### src/rtl/sipo_pkg.sv
// Shared definitions for the SIPO frame controller: state encoding and default sizes.
package sipo_pkg;

  typedef enum logic [1:0] {
    ST_IDLE  = 2'd0,
    ST_SHIFT = 2'd1,
    ST_HOLD  = 2'd2
  } state_t;

  localparam int DEFAULT_WIDTH = 4;
  localparam int DEFAULT_CNT_W = 3;

endpackage

### src/rtl/sipo_shift_reg.sv
// Shift datapath: MSB-first serial-in, parallel-out register.
module sipo_shift_reg #(
  parameter int WIDTH = sipo_pkg::DEFAULT_WIDTH
) (
  input  logic             clk,
  input  logic             rst,
  input  logic             clr,
  input  logic             shift_en,
  input  logic             din,
  output logic [WIDTH-1:0] q
);

  // clr outranks shift_en so an abort/restart never samples that cycle's bit
  always_ff @(posedge clk) begin
    if (rst) begin
      q <= '0;
    end else if (clr) begin
      q <= '0;
    end else if (shift_en) begin
      q <= {q[WIDTH-2:0], din};
    end
  end

endmodule

### src/rtl/sipo_frame_ctrl.sv
// Frame controller: start opens a frame, WIDTH qualified bits are shifted in,
// then the word is held and offered on a valid/ready handshake.
module sipo_frame_ctrl
  import sipo_pkg::*;
#(
  parameter int WIDTH = DEFAULT_WIDTH,
  parameter int CNT_W = DEFAULT_CNT_W
) (
  input  logic             clk,
  input  logic             rst,
  input  logic             start,
  input  logic             din,
  input  logic             din_valid,
  output logic [WIDTH-1:0] q,
  output logic [WIDTH-1:0] qbar,
  output logic             q_valid,
  input  logic             q_ready,
  output logic             busy,
  output logic             overrun
);

  state_t           state;
  logic [CNT_W-1:0] count;
  logic             sreg_clr;
  logic             sreg_shift;
  logic             last_bit;

  assign last_bit = (count == CNT_W'(WIDTH - 1));

  // Datapath controls decoded from the current state; start always wins over din_valid
  always_comb begin
    sreg_clr   = 1'b0;
    sreg_shift = 1'b0;
    case (state)
      ST_IDLE:  sreg_clr = start;
      ST_SHIFT: begin
        sreg_clr   = start;
        sreg_shift = !start && din_valid;
      end
      ST_HOLD:  sreg_clr = q_ready && start;
      default: begin
        sreg_clr   = 1'b0;
        sreg_shift = 1'b0;
      end
    endcase
  end

  sipo_shift_reg #(
    .WIDTH(WIDTH)
  ) u_shift_reg (
    .clk     (clk),
    .rst     (rst),
    .clr     (sreg_clr),
    .shift_en(sreg_shift),
    .din     (din),
    .q       (q)
  );

  always_ff @(posedge clk) begin
    if (rst) begin
      state   <= ST_IDLE;
      count   <= '0;
      q_valid <= 1'b0;
      overrun <= 1'b0;
    end else begin
      case (state)
        ST_IDLE: begin
          if (start) begin
            state <= ST_SHIFT;
            count <= '0;
          end
        end
        ST_SHIFT: begin
          if (start) begin
            count <= '0;
          end else if (din_valid) begin
            count <= count + CNT_W'(1);
            if (last_bit) begin
              state   <= ST_HOLD;
              q_valid <= 1'b1;
            end
          end
        end
        ST_HOLD: begin
          // Bits arriving while a word is parked are dropped and flagged until reset
          if (din_valid) begin
            overrun <= 1'b1;
          end
          if (q_ready) begin
            q_valid <= 1'b0;
            count   <= '0;
            state   <= start ? ST_SHIFT : ST_IDLE;
          end
        end
        default: begin
          state   <= ST_IDLE;
          count   <= '0;
          q_valid <= 1'b0;
        end
      endcase
    end
  end

  assign qbar = ~q;
  assign busy = (state != ST_IDLE);

endmodule

### config.mk
export PLATFORM = sky130hd
export DESIGN_NAME = sipo_frame_ctrl
export DESIGN_NICKNAME = d
export VERILOG_FILES = /design/src/rtl/sipo_pkg.sv /design/src/rtl/sipo_shift_reg.sv /design/src/rtl/sipo_frame_ctrl.sv
export SDC_FILE = /design/constraint.sdc
export NUM_CORES = 1
export LEC_CHECK = 0
export BUFFER_PORTS_ARGS = -buffer_cell sky130_fd_sc_hd__buf_2
export CORE_AREA = 2 2 39 41
export DETAILED_ROUTE_END_ITERATION = 12
export DIE_AREA = 0 0 41 43
export PLACE_DENSITY = 0.77
export SLEW_MARGIN = 5
export SYNTH_ARGS = -nofsm -noshare
export SYNTH_HDL_FRONTEND = slang
export SYNTH_SLANG_ARGS = --single-unit
### constraint.sdc
create_clock -name clk -period 1.4 [get_ports clk]
set_input_delay 0.07 -clock clk [delete_from_list [all_inputs] [get_ports clk]]
set_output_delay 0.07 -clock clk [all_outputs]
set_load 0.03 [all_outputs]
Yosys cells after proc, flatten, opt, wreduce, memory -nomap -nowiden --
Cells that the tools add are included.
Storage, ports and cells: input bits 6, memory bits (writable) 0, word-level logic and storage cells 47, memory bits (read-only) 0, output and inout port bits 11, bits in latches 0, memories kept 0, flip-flop bits (word level) 11
Cells by class: $add $sub $neg 1, mux-type cells 19, shift operators 0, bitwise logic cells 2, equality and inequality tests 9, multiply operators 0, magnitude comparators 0, div/mod/pow operators 0, reductions and logical operators 11
Operator list (number):
- 3-bit two-way mux | 4
- 2-bit two-way mux | 5
- 2-bit inequality test (second input constant) | 5
- 5-bit AND reduction | 2
- 3-bit one-hot mux with 3 select lines | 1
- 1-bit two-way mux | 6
- 2-bit one-hot mux with 3 select lines | 1
- 4-bit NOT | 1
- 2-bit OR reduction | 2
- 3-bit by 1-bit adder with 3-bit output (second input constant) | 1
- 3-bit by 2-bit == test with 1-bit output (second input constant) | 1
- 3-bit inequality test (second input constant) | 1
- 1-bit one-hot mux with 3 select lines | 1
- 3-bit AND reduction | 1
- 2-bit by 1-bit == test with 1-bit output (second input constant) | 1
- 2-bit == test (second input constant) | 1
- 1-bit logical AND | 2
- 2-bit zero test | 1
- 1-bit one-hot mux with 2 select lines | 1
- 2-bit AND reduction | 1
- 2-bit nonzero test | 1
- 1-bit zero test | 1
- 1-bit NOT | 1

Longest topological paths before layout --
depth after elaboration 5, gate-level depth with buffers 5, mapped depth without buffers 5

Cells and area by module --
Synthesis repeated with hierarchy kept, for this count alone.
Second synthesis, totals: cell total of the unflattened synthesis 60, area total of the unflattened synthesis 540.5 um^2
By module, submodules not included:
- sipo_frame_ctrl | cells each 47, instances 1, sequential area each 140.1 um^2, area an instance 395.4 um^2
- sipo_shift_reg | cells each 13, instances 1, sequential area each 80.1 um^2, area an instance 145.1 um^2

Least setup slack after synthesis --
No wires, ideal clock.
path type register to register, start point register count[0], end point register state[0], data arrival time 1.281 ns, required time 1.329 ns, cell stages (with the launch flop) 6, path buffers 0, setup slack 0.048 ns, clock period less this slack 1.352 ns, setup time 0.071 ns, cells stage by stage dfxtp_1 -> ha_1 -> ha_1 -> and4b_1 -> or3_1 -> a21oi_1
On the way: cells in the longest elaborated chain, start to end 3
RTL lines:
- start, declared | RTL line sipo_frame_ctrl.sv:23 | logic [CNT_W-1:0] count;
- start signal, assigned | RTL line sipo_frame_ctrl.sv:77 | count <= count + CNT_W'(1);
- 3-bit by 2-bit == test with 1-bit output | RTL line sipo_frame_ctrl.sv:28 | assign last_bit = (count == CNT_W'(WIDTH - 1));
- 2-bit inequality test (no source line)
- 5-bit AND reduction (no source line)
- end signal, assigned | RTL line sipo_frame_ctrl.sv:92 | state <= start ? ST_SHIFT : ST_IDLE;
- end, declared | RTL line sipo_frame_ctrl.sv:22 | state_t state;
Every way passes these cells. A chain may end at the register's enable or synchronous reset.

Final worst setup path --
Same ends and word-level chain as after synthesis.

==> results.toml <==
[outcome]
status = "completed"

[clock_network]
clkSinkCount = 11
htree_levels = 1
cts_buffers = 3
postCtsSetupBuffers = 0
insertion_delay_ns = 0.27
cts_tree = "built"
clk_pin_slew_worst_paths_ns = 0.07
cts-root-buf = "clkbuf_4"
cts_max_path_buffers = 2

[die]
ios = 17
start_util = 0.387
coreArea_um2 = 1380
die_h_um = 43
rows = 14
die_w_um = 41
dieArea_um2 = 1760

[pwr]
p_leak_nw = 0.296
ir_drop_mv = 0.412
total_power_w = 0.000608
pwr_density_cell_nw_per_um2 = 856

[worst_hold_path]
min_path_type = "in -> reg"

[drt]
firstDrtPassIters = 2
drc = 0
routedWlPerCell_um = 10.5
vias = 500
detail-route-antenna-nets = 0
drt_wl_total_um = 1050
viasPerCell = 5.00
drtIter0Drc = 4

[synthesis]
synth_top_cell_by_area = "dfxtp_1"
synth_top_area_frac = 0.411
syn-cell-area_um2 = 536
synth_area_per_cell_um2 = 8.78
syn_inst = 61
synth.yosys.seq_area_share = 0.411
ys_top_cells_by_area = "dfxtp_1 41%, mux2i_1 7.5%, inv_1 4.9%"
synth.distinct_cells = 25
synth_nets = 69
ys_ff_latch = 11
synth_warnings = 0

[global_route]
antenna_found_initial = 0
grt_start_max_net_pins = 13
groute.usage.overall = 0.145
grt_pass1_wl_um = 1660
grt_pass1_vias = 408
grt.overflow.total = 0

[finish]
nets = 93
n_antenna_cell = 0
fillers = 137
syn_to_final_growth_pct = 32.5
utilization = 0.513
final_cells = 100
drive_gt1_frac = 0.393

[timing]
fmax_mhz = 742
hold_violations = 0
slew_violations = 0
setup_viol = 0
holdWs_ns = 0.0912
rsz0062_at_grt = "no"
skew_ns = 0.00807
relSlewSlack = 0.817
fin_setup_tns_ns = 0
layout_min_cycle_time_ns = 1.35
worst_pin_slew_ns = 0.275
finalCritPeriodShare = 0.963

[placed_design]
dpl.cell_count = 96
place.gp.congestion = 0.749
post-dp-hpwl_um = 765
port_buffers = 16

[worst_setup_path]
start_kind = "flop"
path_class = "reg -> reg"
end_kind = "flop"
rrSetupSlack_ns = 0.05
crit_arrival_ns = 1.55
path_max_fanout = 3
cp.required_ns = 1.60

[run]
drv_cap = 0
==> placed cells by master (no fill, tap or decap), drive strengths merged, types with 2 or more instances in the layout <==
| cell | count |
|---|---|
| ha | 2 |
| o21ai | 3 |
| nor3 | 5 |
| buf | 22 |
| mux2i | 4 |
| nor2 | 6 |
| inv | 8 |
| nor2b | 3 |
| o41ai | 3 |
| a31oi | 2 |
| clkbuf | 4 |
| dfxtp | 11 |
==> flip-flops by register name, indices dropped and copies added, names as in the netlist <==
signal,cells
overrun,1
count,3
q_valid,1
u_shift_reg.q,4
state,2
==> Yosys cell counts <==
cell type  instances
inv_1              7
nand2_1            1
dfxtp_1           11
a21oi_1            1
buf_6              1
inv_2              1
or3_1              1
nand2b_1           1
clkbuf_2           1
o21ai_0            3
nand3_1            1
nor4bb_1           1
mux2i_1            4
o41ai_1            3
a31oi_1            2
or4_4              1
a211oi_1           1
a21boi_0           1
nor2_1             6
ha_1               2
nor3_1             5
clkbuf_1           1
nor2b_1            3
nor3b_1            1
and4b_1            1
==> metal layers <==
metal / wire (µm) / share of wire / track usage / vias to the layer above
met5: 0 / 0 / 0 / -
met4: 37 / 0.035 / 0.120 / 0
met3: 48 / 0.046 / 0.0471 / 4
met2: 495 / 0.47 / 0.213 / 15
met1: 468 / 0.45 / 0.159 / 222
li1: - / - / - / 259
==> repair_timing <==
action / CTS / global route
resized for setup: 1 / 5
pin swaps: 1 / 2
hold buffers: 0 / 0
hold endpoints to repair: 0 / 0
endpoints found under the setup margin: 1 / 1
==> critical path: stages (launching register included) <==
cell     delay (ns)
dfxtp_2        0.33
ha_2           0.17
ha_2           0.15
and4b_1        0.18
or3_4          0.33
a21oi_2        0.12
==> kinds of logic (layout without fill, tap and decap cells) <==
kind of cell | Yosys count | in the layout | share of synthesized area
adder cells (fa/ha/maj) | 2 | 2 | 0.0467
buffers and inverters | 11 | 34 | 0.0934
AO/OA/AOI/OAI | 11 | 11 | 0.138
multiplexers | 4 | 4 | 0.0748
AND/OR/NAND/NOR | 22 | 22 | 0.236
flip-flops | 11 | 11 | 0.411
==> per-stage QoR <==
step                setup WS (ns)  instance area (µm²)
finish                     0.0515                  709
global route              0.00147                  709
CTS                        0.0162                  688
detailed placement         0.0131                  661
global placement           0.0459                  661
floorplan                  0.0484                  536
==> path summary, 6_finish.rpt <==
| kind | start | endpoint | depth (start not counted) |
|---|---|---|---|
| min | din_valid | overrun | 3 |
| max | count[0] | state[0] | 5 |
| min reg2reg | count[0] | count[0] | 1 |
| max reg2reg | count[0] | state[0] | 5 |
==> area by class of cell <==
| cell class | count | area [µm²] | share of cell area |
|---|---|---|---|
| multi-input combinational | 39 | 287 | 0.404 |
| sequential | 11 | 221 | 0.312 |
| timing repair buffer | 22 | 125 | 0.176 |
| inverter | 8 | 30.0 | 0.0423 |
| clock buffer | 4 | 26.3 | 0.0370 |
| tap | 16 | 20.0 | 0.0282 |
==> power breakdown <==
group | internal [W] | switching, W | leakage [nW] | total [W]
registers | 0.000317 | 0.00000319 | 0.0895 | 0.000320
clock network | 0.000110 | 0.000107 | 0.0150 | 0.000217
logic | 0.0000310 | 0.0000390 | 0.192 | 0.0000700
Note: power is estimated with default switching activity, not from simulation.
